File: src/rtl/packet_dispatcher_if.sv
// Dispatcher bus: host load strobe, consumer requests, memory read port and packet delivery.
// Packets are strobed, so consumers cannot stall them. Requests are level-sensitive and act as the only flow control.
interface packet_dispatcher_if #(
    parameter int NUM_CH    = 4,
    parameter int WORD_W    = 32,
    parameter int PKT_WORDS = 6,
    parameter int NUM_PKTS  = 8,
    parameter int ADDR_W    = 32
);
    localparam int LEFT_W = $clog2(NUM_PKTS + 1);

    logic                        load_done;
    logic [NUM_CH-1:0]           req;
    logic [WORD_W-1:0]           rd_data;
    logic                        rd_en;
    logic [ADDR_W-1:0]           rd_addr;
    logic                        host_sel;
    logic [PKT_WORDS*WORD_W-1:0] pkt_out;
    logic                        pkt_valid;
    logic [NUM_CH-1:0]           grant;
    logic                        empty;
    logic [LEFT_W-1:0]           pkts_left;

    modport master (
        input  load_done, req, rd_data,
        output rd_en, rd_addr, host_sel, pkt_out, pkt_valid, grant, empty, pkts_left
    );

    modport slave (
        output load_done, req, rd_data,
        input  rd_en, rd_addr, host_sel, pkt_out, pkt_valid, grant, empty, pkts_left
    );
endinterface

File: src/rtl/packet_dispatcher.sv
// Reads a loaded buffer back one packet at a time and hands each packet to a round-robin-chosen channel.
// pkt_valid comes PKT_WORDS+RD_LAT+1 cycles after req is seen in READY. Packets cannot be stalled; only req gates dispatch.
module packet_dispatcher #(
    parameter int NUM_CH    = 4,
    parameter int WORD_W    = 32,
    parameter int PKT_WORDS = 6,
    parameter int NUM_PKTS  = 8,
    parameter int RD_LAT    = 1,
    parameter int ADDR_W    = 32
) (
    input  logic             clock,
    input  logic             reset,
    packet_dispatcher_if.master bus
);
    localparam int CH_W      = (NUM_CH > 1) ? $clog2(NUM_CH) : 1;
    localparam int IDX_W     = (NUM_PKTS > 1) ? $clog2(NUM_PKTS) : 1;
    localparam int LEFT_W    = $clog2(NUM_PKTS + 1);
    localparam int FETCH_CYC = PKT_WORDS + RD_LAT;
    localparam int CNT_W     = $clog2(FETCH_CYC);
    localparam int BYTES     = WORD_W / 8;

    typedef enum logic [1:0] {IDLE, READY, FETCH, DELIVER} state_t;

    state_t                      state, next_state;
    logic [CH_W-1:0]             rr_ptr, winner, winner_q, idx;
    logic                        found;
    logic [IDX_W-1:0]            pkt_idx;
    logic [CNT_W-1:0]            cnt, slot;
    logic [LEFT_W-1:0]           pkts_left;
    logic [PKT_WORDS*WORD_W-1:0] pkt_out;

    // First requester at or above rr_ptr, wrapping.
    always_comb begin
        winner = rr_ptr;
        found  = 1'b0;
        idx    = '0;
        for (int i = 0; i < NUM_CH; i++) begin
            idx = CH_W'((int'(rr_ptr) + i) % NUM_CH);
            if (!found && bus.req[idx]) begin
                found  = 1'b1;
                winner = idx;
            end
        end
    end

    always_ff @(posedge clock or posedge reset) begin
        if (reset) state <= IDLE;
        else       state <= next_state;
    end

    always_comb begin
        next_state    = state;
        bus.rd_en     = 1'b0;
        bus.rd_addr   = '0;
        bus.pkt_valid = 1'b0;
        bus.grant     = '0;
        bus.empty     = 1'b0;
        bus.host_sel  = 1'b0;
        unique case (state)
            IDLE: begin
                bus.empty    = 1'b1;
                bus.host_sel = 1'b1;
                if (bus.load_done) next_state = READY;
            end
            READY: begin
                if (|bus.req) next_state = FETCH;
            end
            FETCH: begin
                // Reads occupy the first PKT_WORDS cycles; the tail waits out the read latency.
                if (cnt < CNT_W'(PKT_WORDS)) begin
                    bus.rd_en   = 1'b1;
                    bus.rd_addr = (ADDR_W'(pkt_idx) * ADDR_W'(PKT_WORDS) + ADDR_W'(cnt)) * ADDR_W'(BYTES);
                end
                if (cnt == CNT_W'(FETCH_CYC - 1)) next_state = DELIVER;
            end
            DELIVER: begin
                bus.pkt_valid = 1'b1;
                bus.grant     = NUM_CH'(1) << winner_q;
                next_state    = (pkts_left == LEFT_W'(1)) ? IDLE : READY;
            end
            default: next_state = IDLE;
        endcase
    end

    assign slot = cnt - CNT_W'(RD_LAT);

    always_ff @(posedge clock or posedge reset) begin
        if (reset) begin
            rr_ptr    <= '0;
            winner_q  <= '0;
            pkt_idx   <= '0;
            cnt       <= '0;
            pkts_left <= '0;
            pkt_out   <= '0;
        end else begin
            unique case (state)
                IDLE: begin
                    if (bus.load_done) begin
                        pkts_left <= LEFT_W'(NUM_PKTS);
                        pkt_idx   <= '0;
                    end
                end
                READY: begin
                    if (|bus.req) begin
                        winner_q <= winner;
                        rr_ptr   <= (winner == CH_W'(NUM_CH - 1)) ? '0 : winner + 1'b1;
                        cnt      <= '0;
                    end
                end
                FETCH: begin
                    cnt <= cnt + 1'b1;
                    if (cnt >= CNT_W'(RD_LAT))
                        pkt_out[int'(slot)*WORD_W +: WORD_W] <= bus.rd_data;
                end
                DELIVER: begin
                    pkts_left <= pkts_left - 1'b1;
                    pkt_idx   <= (pkts_left == LEFT_W'(1)) ? '0 : pkt_idx + 1'b1;
                end
                default: ;
            endcase
        end
    end

    assign bus.pkt_out   = pkt_out;
    assign bus.pkts_left = pkts_left;
endmodule

File: src/flat_wrapper.sv
// flat-port wrapper written by rule: the top's interface ports become plain ports
module packet_dispatcher_flat 
#(
    parameter int NUM_CH    = 4,
    parameter int WORD_W    = 32,
    parameter int PKT_WORDS = 6,
    parameter int NUM_PKTS  = 8,
    parameter int RD_LAT    = 1,
    parameter int ADDR_W    = 32
)
  (clock, reset, bus_load_done, bus_req, bus_rd_data, bus_rd_en, bus_rd_addr, bus_host_sel, bus_pkt_out, bus_pkt_valid, bus_grant, bus_empty, bus_pkts_left);
  packet_dispatcher_if #(.NUM_CH(NUM_CH), .WORD_W(WORD_W), .PKT_WORDS(PKT_WORDS), .NUM_PKTS(NUM_PKTS), .ADDR_W(ADDR_W)) bus_i ();
  input  logic clock;
  input  logic reset;
  input wire logic [$bits(bus_i.load_done)-1:0] bus_load_done;
  input wire logic [$bits(bus_i.req)-1:0] bus_req;
  input wire logic [$bits(bus_i.rd_data)-1:0] bus_rd_data;
  output wire logic [$bits(bus_i.rd_en)-1:0] bus_rd_en;
  output wire logic [$bits(bus_i.rd_addr)-1:0] bus_rd_addr;
  output wire logic [$bits(bus_i.host_sel)-1:0] bus_host_sel;
  output wire logic [$bits(bus_i.pkt_out)-1:0] bus_pkt_out;
  output wire logic [$bits(bus_i.pkt_valid)-1:0] bus_pkt_valid;
  output wire logic [$bits(bus_i.grant)-1:0] bus_grant;
  output wire logic [$bits(bus_i.empty)-1:0] bus_empty;
  output wire logic [$bits(bus_i.pkts_left)-1:0] bus_pkts_left;
  assign bus_i.load_done = bus_load_done;
  assign bus_i.req = bus_req;
  assign bus_i.rd_data = bus_rd_data;
  assign bus_rd_en = bus_i.rd_en;
  assign bus_rd_addr = bus_i.rd_addr;
  assign bus_host_sel = bus_i.host_sel;
  assign bus_pkt_out = bus_i.pkt_out;
  assign bus_pkt_valid = bus_i.pkt_valid;
  assign bus_grant = bus_i.grant;
  assign bus_empty = bus_i.empty;
  assign bus_pkts_left = bus_i.pkts_left;
  packet_dispatcher #(.NUM_CH(NUM_CH), .WORD_W(WORD_W), .PKT_WORDS(PKT_WORDS), .NUM_PKTS(NUM_PKTS), .RD_LAT(RD_LAT), .ADDR_W(ADDR_W)) u_core (.clock(clock), .reset(reset), .bus(bus_i));
endmodule
File: config.mk
export PLATFORM = sky130hd
export DESIGN_NAME = packet_dispatcher_flat
export DESIGN_NICKNAME = d
export VERILOG_FILES = /design/src/rtl/packet_dispatcher_if.sv /design/src/rtl/packet_dispatcher.sv /design/src/flat_wrapper.sv
export SDC_FILE = /design/constraint.sdc
export NUM_CORES = 1
export LEC_CHECK = 0
export BUFFER_PORTS_ARGS = -buffer_cell sky130_fd_sc_hd__buf_2
export CAP_MARGIN = 20
export CORE_ASPECT_RATIO = 1.1
export CORE_UTILIZATION = 51
export CTS_CLUSTER_DIAMETER = 120
export CTS_CLUSTER_SIZE = 24
export DETAILED_ROUTE_END_ITERATION = 16
export GPL_TIMING_DRIVEN = 1
export PLACE_DENSITY = 0.8
export SLEW_MARGIN = 20
export SYNTH_ARGS = -nofsm -noshare
export SYNTH_HDL_FRONTEND = slang
export SYNTH_SLANG_ARGS = --single-unit
File: constraint.sdc
create_clock -name clock -period 8.3 [get_ports clock]
set_input_delay 1.66 -clock clock [delete_from_list [all_inputs] [get_ports clock]]
set_output_delay 1.66 -clock clock [all_outputs]
set_load 0.1 [all_outputs]
# == Word-level counts from Yosys, hierarchy flattened ==
# Index checks and enable logic that the tools add are counted.
# totals
regBits,208
input_bits,39
out_inout_bits,236
wordCells,86
# op_classes
addsub,10
multipliers,1
order_cmp,6
eq_ne,9
shifts,3
n_mux,35
reduce_logical,15
# op_table
op,n
$bwmux W192,1
$shift A32 B33 Y192 const A,1
$shiftx A32 B33 Y192,1
$mux W32,2
$neg A8 Y33,1
$mux W2,7
$lt A2 B3 Y1 const B,4
$mux W1,12
$pmux W3 S2,2
$mux W3,3
$bmux W1 S2,4
$mux W4,2
$pmux W2 S4,1
$pmux W4 S2,1
$reduce_and A2 Y1,4
$add A6 B3 Y7,1
$add A3 B1 Y3 const B,2
$eq A2 B2 Y1 const B,3
$mul A3 B2 Y5 const B,1
$add A2 B1 Y2 const B,2
$add A2 B2 Y2 const B,2
$eq A4 B1 Y1 const B,1
$ne A2 B1 Y1 const B,2
$reduce_bool A2 Y1,2
13 further kinds,17

# == Depth between registers and ports, before layout ==
# Gate-level depths: netlist of the first run.
# depth
ltp_word,14
depth_mapped,13
depth_no_buf,9

# == Worst setup path before layout of the first run ==
# Ideal clock, no wire load.
# synth_path
path_type,register -> output
startpoint,register u_core.pkt_idx[1]
endpoint,output bus_rd_addr[8]
arrival_ns,4.093
t_required_ns,6.640
path_slack_ns,2.547
stages_incl_launch_ff,5
n_path_buf,0
path_cell_list,dfrtp_1 -> ha_1 -> fa_1 -> nand2_1 -> nor4_1
# synth_via
elab_chain_len,4
# synth_lines
element,line_no,text
start: declaration,packet_dispatcher.sv:27,logic [IDX_W-1:0] pkt_idx;
start signal: assignment,packet_dispatcher.sv:117,pkt_idx <= (pkts_left == LEFT_W'(1)) ? '0 : pkt_idx + 1'b1;
$mul A3 B2 Y5,packet_dispatcher.sv:72,bus.rd_addr = (ADDR_W'(pkt_idx) * ADDR_W'(PKT_WORDS) + ADDR_W'(cnt)) * ADDR_W'(BYTES);
$add A6 B3 Y7,packet_dispatcher.sv:72,
$mux W32,packet_dispatcher.sv:70,if (cnt < CNT_W'(PKT_WORDS)) begin
$mux W32,packet_dispatcher.sv:59,unique case (state)
end: declaration,flat_wrapper.sv:19,output wire logic [$bits(bus_i.rd_addr)-1:0] bus_rd_addr;
# No other way between the ends.

# == Worst setup path in the final report of the first run ==
# layout_path
startpoint,register u_core.pkt_idx[1]
endpoint,output bus_rd_addr[7]
# Same word-level chain as after synthesis.

==> results of run 1 <==
==> flip-flops by register name (all words and copies together), names as in the netlist, named ones only <==
register,flops
u_core.bus.pkt_out,192
u_core.bus.pkts_left,4
u_core.cnt,3
u_core.pkt_idx,3
u_core.rr_ptr,1
u_core.state,2
u_core.winner_q,2
==> tightest hold or removal path: stages, from the launching register on <==
cell,delay [ns]
dfrtp_1,0.35
nand2_1,0.04
o21ai_0,0.06
==> placed cells by master (no fill, tap or decap), types with 4 or more instances in the layout <==
| cell | netlist | layout |
|---|---|---|
| a21oi_1 | 7 | 6 |
| and3_1 | 9 | 9 |
| buf_2 | 1 | 249 |
| buf_4 | 27 | 6 |
| clkbuf_16 | 0 | 13 |
| conb_1 | 1 | 25 |
| dfrtp_1 | 208 | 208 |
| ha_1 | 18 | 18 |
| inv_1 | 16 | 15 |
| mux2_1 | 30 | 30 |
| mux2_2 | 5 | 5 |
| nand2_1 | 297 | 297 |
| nand2b_1 | 4 | 4 |
| nand3_1 | 10 | 10 |
| nor2_1 | 14 | 13 |
| nor2b_1 | 7 | 5 |
| o2111ai_4 | 0 | 4 |
| o21ai_0 | 172 | 172 |
==> stage by stage <==
stage,cells,instance area (um2),setup WS (ns),hold WS [ns],util
6_report,1369,10630,3.998,0.4799,0.6223
2_1_floorplan,945,9029,0.9592,0.4895,-
3_3_place_gp,1354,10280,4.244,0.4548,0.6018
3_5_place_dp,1354,10280,4.052,0.4649,0.6018
5_1_grt,1369,10630,3.851,0.4993,0.6223
4_1_cts,1368,10610,3.973,0.4853,0.6214
==> logic make-up (layout without fill, tap and decap cells) <==
| group | Yosys count | after routing | share of synthesized area |
|---|---|---|---|
| AO/OA/AOI/OAI | 197 | 197 | 0.1179 |
| multiplexers | 36 | 36 | 0.04521 |
| XOR/XNOR | 6 | 6 | 0.006720 |
| other | 1 | 25 | 0.0004195 |
| buffers and inverters | 97 | 287 | 0.05599 |
| adder cells (fa/ha/maj) | 20 | 20 | 0.02968 |
| flip-flops | 208 | 208 | 0.5823 |
| AND/OR/NAND/NOR | 356 | 356 | 0.1618 |
==> final cells by class <==
class,instances,area [um2]
Sequential cell,208,5205
Timing Repair Buffer,257,1314
Multi-Input combinational cell,640,3415
Clock inverter,1,8.758
Fill cell,1438,6451
Clock buffer,13,325.3
Inverter,16,67.56
Tap cell,234,292.8
==> path summary, 6_finish.rpt <==
kind | start | endpoint | slack, ns | cells after the start
min | u_core.bus.pkt_out[89] | u_core.bus.pkt_out[89] | 0.48 | 2
max reg2reg | u_core.cnt[0] | u_core.bus.pkt_out[27] | 4.29 | 8
min reg2reg | u_core.bus.pkt_out[89] | u_core.bus.pkt_out[89] | 0.48 | 2
min in group asynchronous | reset | u_core.bus.pkt_out[164] | 1.38 | 2
max in group asynchronous | reset | u_core.bus.pkt_out[81] | 5.69 | 3
max | u_core.pkt_idx[1] | bus_rd_addr[7] | 4.00 | 7
==> per-layer routing <==
layer | wire length, um | part of all wire | global-route usage
met2 | 11090 | 0.49 | 0.4225
met3 | 1437 | 0.063 | 0.04250
met4 | 869 | 0.038 | 0.1040
met1 | 9254 | 0.41 | 0.3258
met5 | 0 | 0 | 0
==> run metrics, run 1 <==
count leader, synth=nand2_1; die span in y=roughly 140 um; root buffer cell=clkbuf_16; WP buf/inv=1; status=finished, final reports clean; Netlist cell types=46; ant diodes=0; startpoint types=flip-flop; Worst Tran Pin Value=0.9543 ns; fmax=0.2324 GHz; final wirelength=22.65 mm; num rows=50; # setup viols final=0; Antenna Nets Post-Route=0; P&R area growth vs syn=18.90%; post-synth top area share=0.5823; number of remaining DRC errors=0; Worst setup EP type=primary output; Seq/Total Area, Yosys=0.5823; CP top delay family=adder cells; Cell Chain, Critical Path=ha_1, fa_1, xnor2_1, nor3b_1, xor2_1, nor2_1, buf_2; Slowest-stage cell, CP=dfrtp_1; Congestion Overflow GR=0; async set or reset register ratio after synthesis=1.000; TritonCTS clock tree=yes; critical path required time=between 6 and 7 ns; initial cell density of the core=0.5234; vias in the first global route=6701; clock-pin slew on the worst setup and hold paths=0.10 ns; first-pass GRT wire length=35.81 mm; core area=about 17000 um2; H-Tree Level Count=1; setup tns final=0 ns; Die X=around 130 um; vias post-DR=roughly 7000; via-per-instance ratio=5.235; RSZ-0062 raised after global routing=false; #FFs+latches synth=roughly 210; post-DP HPWL=15.70 mm; IO Pins=275; worst relative slew slack=0.3638; kind of critical path=flip-flop to primary output; Final Hold Viols=0; crit-path max cell delay=0.47 ns; CTS resizes=0; PortBufs=~250; Tmin final=4.302 ns; largest net degree at the start of global routing=129; gr usage total=0.2527; dominant synthesized flop cell=dfrtp_1; most frequent cells after synthesis=297 x nand2_1, 208 x dfrtp_1, 172 x o21ai_0, 50 x clkbuf_1, 30 x mux2_1; Netlist Area Pre-Place=~9000 um2; full die area=18060 um2; worst skew pair latency=roughly 0.46 ns; initial antenna violation count=0; DRT iter0 DRCs=380; hold buffer count at cts=0; CP Max Fanout=5; max-cap violations=0; fin crit share=0.5183; Avg WL per Cell=16.55 um; Worst EP arrival=2.64 ns; CTS Buf Count=12; Hold Crit Class=flip-flop to flip-flop; Ys Warns=0; layout cell share with drive strength beyond 1=0.2537; synthesized area per cell=9.705 um2; Slew Limit Fails=0; Nets=1194; drt pass-1 iters=7; gp weighted congestion=slightly below 0.8; post-synth top area cell=dfrtp_1; clk buf depth=3; Layout Skew=0.01660 ns; Post-CTS Setup Inserts=0; Syn Inst Count=921; clk sinks=208; EDFF count, synth=0; top post-synthesis cells by area=dfrtp_1 58%, nand2_1 12%, o21ai_0 9.6%, mux2_1 3.8%, ha_1 2.5%
Power of run 1 is left out: the tool's default activity adds up to more than one toggle a clock period on the data nets, which glitch-free logic cannot reach.
==> run 2, diff against run 1 <==
==> constraint.sdc (replaced) <==
create_clock -name clock -period 4.4 [get_ports clock]
set_input_delay 0.88 -clock clock [delete_from_list [all_inputs] [get_ports clock]]
set_output_delay 0.88 -clock clock [all_outputs]
set_load 0.1 [all_outputs]
==> run 2 against run 1 <==
Against the previous run:
- design area up 0.87%
- non-clock buffer count rose by 9
- critical path depth grew 3
- worst hold slack worse by 0.070 ns
- largest cell class unchanged
==> run metrics, run 2 (synthesis results as in run 1) <==
CP Max Fanout=15 (+10); initial cell density of the core=0.5234 (unchanged); first-pass GRT wire length=36.45 mm (+1.8%); ant diodes=0 (unchanged); commonest cells after routing, fill and taps aside=297 x nand2_1, 249 x buf_2, 208 x dfrtp_1; gr usage total=0.2580 (+0.005305); critical path required time=4.73 ns (-1.91 ns); vias in the first global route=6777 (+1.1%); hold buffer count at cts=0 (unchanged); Die X=128.2 um (unchanged); P&R area growth vs syn=19.93%; RSZ-0062 raised after global routing=false; Worst EP arrival=3.95 ns (+1.31 ns); max reg flops=192 (unchanged); root buffer cell=clkbuf_16; clk buf depth=3 (unchanged); Congestion Overflow GR=0 (unchanged); full die area=18060 um2 (unchanged); largest net degree at the start of global routing=97 (-25%); TritonCTS clock tree=yes; Post-CTS Setup Inserts=0 (unchanged); worst skew pair latency=0.46 ns (about the same); gp weighted congestion=0.8341 (+5.8%); num rows=50 (unchanged); Slew Limit Fails=0 (unchanged); drt pass-1 iters=5 (-2); CTS resizes=0 (unchanged); Final Hold Viols=0 (unchanged); layout cell share with drive strength beyond 1=0.2614 (+0.007619); final wirelength=23.12 mm (+2.1%); vias post-DR=7199 (+0.45%); Worst Tran Pin Value=1.051 ns (+0.09630 ns); max-cap violations=0 (unchanged); DRT iter0 DRCs=411 (+8.2%); Top Registers=u_core.bus.pkt_out: 192 flops, u_core.bus.pkts_left: 4 flops; fmax=0.2769 GHz; status=finished, final reports clean; Tmin final=approximately 3.6 ns; Layout Skew=0.01120 ns (-0.005396 ns); Hold Crit Class=input port to async pin; clock-pin slew on the worst setup and hold paths=0.10 ns (about the same); CTS Buf Count=12 (unchanged); PortBufs=249 (unchanged); initial antenna violation count=0 (unchanged); fin crit share=0.8207; most common cell after layout, fill and taps aside=nand2_1; IO Pins=275 (unchanged); via-per-instance ratio=5.224 (-0.21%); Antenna Nets Post-Route=0 (unchanged); H-Tree Level Count=1 (unchanged); core area=17080 um2 (unchanged); Worst setup EP type=flip-flop; worst relative slew slack=0.2993 (-0.06450); kind of critical path=flip-flop to flip-flop; Nets=1203 (+0.75%); setup tns final=0 ns (unchanged); startpoint types=flip-flop; # setup viols final=0 (unchanged); most flop-heavy register=u_core.bus.pkt_out; die span in y=140.9 um (unchanged); clk sinks=208 (unchanged); Avg WL per Cell=16.78 um (+1.4%); post-DP HPWL=16.74 mm (+6.6%); number of remaining DRC errors=0 (unchanged)
-- run 2: cell types whose count changed in the layout (fill, tap and decap cells not counted), sizes merged --
cell and delta:
clkinvlp +1, inv -1, buf +9
-- run 2: final timing paths --
path | start | end | slack [ns] | depth (start not counted)
worst max-delay path | u_core.cnt[0] | u_core.bus.pkt_out[26] | 0.79 | 10
max in group asynchronous | reset | u_core.bus.pkt_out[88] | 3.17 | 3
worst min-delay path | reset | u_core.bus.pkt_out[35] | 0.41 | 2
min in group clock | u_core.bus.pkt_out[155] | u_core.bus.pkt_out[155] | 0.48 | 2
worst min register to register | u_core.bus.pkt_out[155] | u_core.bus.pkt_out[155] | 0.48 | 2
worst max register to register | u_core.cnt[0] | u_core.bus.pkt_out[26] | 0.79 | 10
-- run 2: critical path: stages (launching register included) --
cell,delay [ns]
dfrtp_1,0.64
inv_1,0.22
ha_1,0.28
xor2_2,0.11
buf_4,0.20
inv_1,0.06
ha_1,0.48
inv_1,0.27
and4_2,0.58
buf_4,0.29
mux2_1,0.35
-- run 2: routing by layer --
metal | wire length [um] | vias to the layer above | global-route usage | share of wire
met5 | 0 | - | 0 | 0
met3 | 1659 | 59 | 0.04630 | 0.072
li1 | - | 3422 | - | -
met1 | 9247 | 3443 | 0.3315 | 0.40
met4 | 911 | 0 | 0.1028 | 0.039
met2 | 11300 | 275 | 0.4324 | 0.49
-- run 2: per-stage QoR --
stage | util | area, um2 | hold WS (ns) | std cells | setup WS (ns)
3_5_place_dp | 0.6081 | 10390 | 0.4647 | 1364 | 0.8233
6_report | 0.6277 | 10720 | 0.4098 | 1378 | 0.7887
4_1_cts | 0.6277 | 10720 | 0.4142 | 1378 | 0.7811
2_1_floorplan | - | 9044 | 0.4895 | 945 | 0.5908
5_1_grt | 0.6277 | 10720 | 0.4320 | 1378 | 0.5277
3_3_place_gp | 0.6081 | 10390 | 0.4560 | 1364 | 0.9486
-- run 2: final cells by class --
type / count / area (um2)
Multi-Input combinational cell: 640 / 3426
Clock buffer: 13 / 325.3
Fill cell: 1420 / 6359
Clock inverter: 1 / 8.758
Timing Repair Buffer: 266 / 1399
Inverter: 16 / 63.81
Sequential cell: 208 / 5205
Tap cell: 234 / 292.8
Power of run 2 is left out for the same reason.
==> run 3, diff against run 2 <==
--- a/config.mk
+++ b/config.mk
@@ -8,12 +8,12 @@
 export BUFFER_PORTS_ARGS = -buffer_cell sky130_fd_sc_hd__buf_2
 export CAP_MARGIN = 20
 export CORE_ASPECT_RATIO = 1.1
-export CORE_UTILIZATION = 51
+export CORE_UTILIZATION = 46
 export CTS_CLUSTER_DIAMETER = 120
 export CTS_CLUSTER_SIZE = 24
 export DETAILED_ROUTE_END_ITERATION = 16
 export GPL_TIMING_DRIVEN = 1
-export PLACE_DENSITY = 0.8
+export PLACE_DENSITY = 0.76
 export SLEW_MARGIN = 20
 export SYNTH_ARGS = -nofsm -noshare
 export SYNTH_HDL_FRONTEND = slang
==> constraint.sdc (replaced) <==
create_clock -name clock -period 2.9 [get_ports clock]
set_input_delay 0.58 -clock clock [delete_from_list [all_inputs] [get_ports clock]]
set_output_delay 0.58 -clock clock [all_outputs]
set_load 0.1 [all_outputs]
==> run 3 against run 2 <==
Against the previous run:
- utilization fell by 4.8 points
- worst hold slack got worse by 0.012 ns
- non-clock buffer count rose by 9
- worst setup slack lost 0.77 ns
- sequential cell count is the same
==> run metrics, run 3 (synthesis results as in run 1) <==
status=finished, final reports clean; final wirelength=23.42 mm (+1.3%); commonest cells after routing, fill and taps aside=297 x nand2_1, 243 x buf_2, 206 x dfrtp_1; fmax=about 0.35 GHz; clk buf depth=3 (unchanged); PortBufs=249 (unchanged); IO Pins=275 (unchanged); setup tns final=0 ns (unchanged); Worst EP arrival=2.30 ns (-1.65 ns); kind of critical path=flip-flop to primary output; CP Max Fanout=3 (-12); first-pass GRT wire length=37.23 mm (+2.1%); Slowest-stage cell, CP=fa_2; final core occ=0.5793 (-0.04836); fin crit share=0.9918; Avg WL per Cell=16.73 um (-0.29%); startpoint types=flip-flop; full die area=19990 um2 (+11%); die span in y=148.2 um (+5.2%); P&R area growth vs syn=23.78%; most common cell after layout, fill and taps aside=nand2_1; Layout Skew=0.008659 ns (-0.002541 ns); max reg flops=192 (unchanged); initial cell density of the core=0.4680 (-0.05534); root buffer cell=clkbuf_16; gr usage total=0.2354 (-0.02260); clk sinks=208 (unchanged); vias in the first global route=6890 (+1.7%); ant diodes=0 (unchanged); # setup viols final=0 (unchanged); Final Hold Viols=0 (unchanged); TritonCTS clock tree=yes; CP top delay family=adder cells; Slew Limit Fails=0 (unchanged); num rows=53 (+6.0%); Worst Tran Pin Value=0.9042 ns (-0.1464 ns); WP buf/inv=1 (-4); Post-DP Area=10620 um2 (+2.3%); Congestion Overflow GR=0 (unchanged); critical path required time=2.32 ns (-2.41 ns); layout cell share with drive strength beyond 1=0.2801 (+0.01878); Cell Chain, Critical Path=ha_4, fa_2, nor3b_4, xor2_2, nor2_4, buf_12; most flop-heavy register=u_core.bus.pkt_out; RSZ-0062 raised after global routing=true; clock-pin slew on the worst setup and hold paths=0.10 ns (about the same); DRT iter0 DRCs=389 (-5.4%); Nets=1212 (+0.75%); Hold Slack=0.3982 ns (-0.01152 ns); post-DP HPWL=16.49 mm (-1.4%); gp weighted congestion=0.8128 (-2.6%); final instance area=11060 um2 (+3.2%); CTS Buf Count=12 (unchanged); Tmin final=between 2 and 3 ns; Antenna Nets Post-Route=0 (unchanged); vias post-DR=7173 (-0.36%); crit-path max cell delay=0.57 ns (-0.07 ns); max-cap violations=0 (unchanged); Worst setup EP type=primary output; largest net degree at the start of global routing=109 (+12%); Top Registers=u_core.bus.pkt_out: 192 flops, u_core.bus.pkts_left: 4 flops; H-Tree Level Count=1 (unchanged); initial antenna violation count=0 (unchanged); drt pass-1 iters=5 (unchanged); worst relative slew slack=0.3816 (+0.08232); via-per-instance ratio=5.124 (-1.9%); number of remaining DRC errors=0 (unchanged); core area=19100 um2 (+12%); Die X=134.9 um (+5.2%); Hold Crit Class=input port to flip-flop; worst skew pair latency=0.46 ns (about the same)
run 3: changes by cell type in the layout (fill, tap and decap cells not counted), sizes merged:
cell	before	now
clkbuf	13	16
dlygate4sd3	0	1
buf	266	271
run 3: worst min-delay path, delay by kind of cell:
| family | cells | cell delay, ns |
|---|---|---|
| simple gates | 1 | 0.05 |
| buf+inv | 1 | 0.13 |
| compound gates | 1 | 0.06 |
run 3: what timing repair did:
item | 4_1_cts | 5_1_grt
hold buffers | 1 | 0
setup buffers | 3 | 0
pin swaps | 3 | 2
endpoints found under the setup margin | 5 | 7
gates cloned | 0 | 0
resized for setup | 12 | 6
hold endpoints to repair | 2 | 0
run 3: stage by stage:
stage | setup slack (ns) | std cells
4_1_cts | -0.01635 | 1400
3_5_place_dp | 0.2129 | 1382
2_1_floorplan | -0.3802 | 945
3_3_place_gp | 0.3046 | 1382
6_report | 0.02364 | 1400
5_1_grt | -0.04399 | 1400
run 3: path summary, 6_finish.rpt:
kind / slack (ns) / startpoint / cells after the start / end
min in group asynchronous: 0.56 / reset / 3 / u_core.bus.pkt_out[39]
max in group asynchronous: 1.55 / reset / 4 / u_core.bus.pkt_out[11]
max reg2reg: 0.20 / u_core.cnt[1] / 9 / u_core.bus.pkt_out[31]
min: 0.40 / bus_rd_data[8] / 3 / u_core.bus.pkt_out[72]
min reg2reg: 0.48 / u_core.bus.pkt_out[190] / 2 / u_core.bus.pkt_out[190]
max: 0.02 / u_core.pkt_idx[1] / 6 / bus_rd_addr[7]
run 3: final cells by class:
type,instances,area (um2)
clock buffers,13,325.3
fillers,1691,8034
repair buffers,275,1617
clock inverters,1,8.758
flip-flops and latches,208,5207
multi-input cells,640,3533
inverters,16,63.81
well taps,247,309.0
run 3: routing by layer:
layer,up-vias,global-route usage,part of all wire
li1,3436,-,-
met1,3470,0.3118,0.43
met2,230,0.3915,0.48
met3,37,0.04465,0.065
met4,0,0.07191,0.027
met5,-,0,0
Power of run 3 is left out for the same reason.
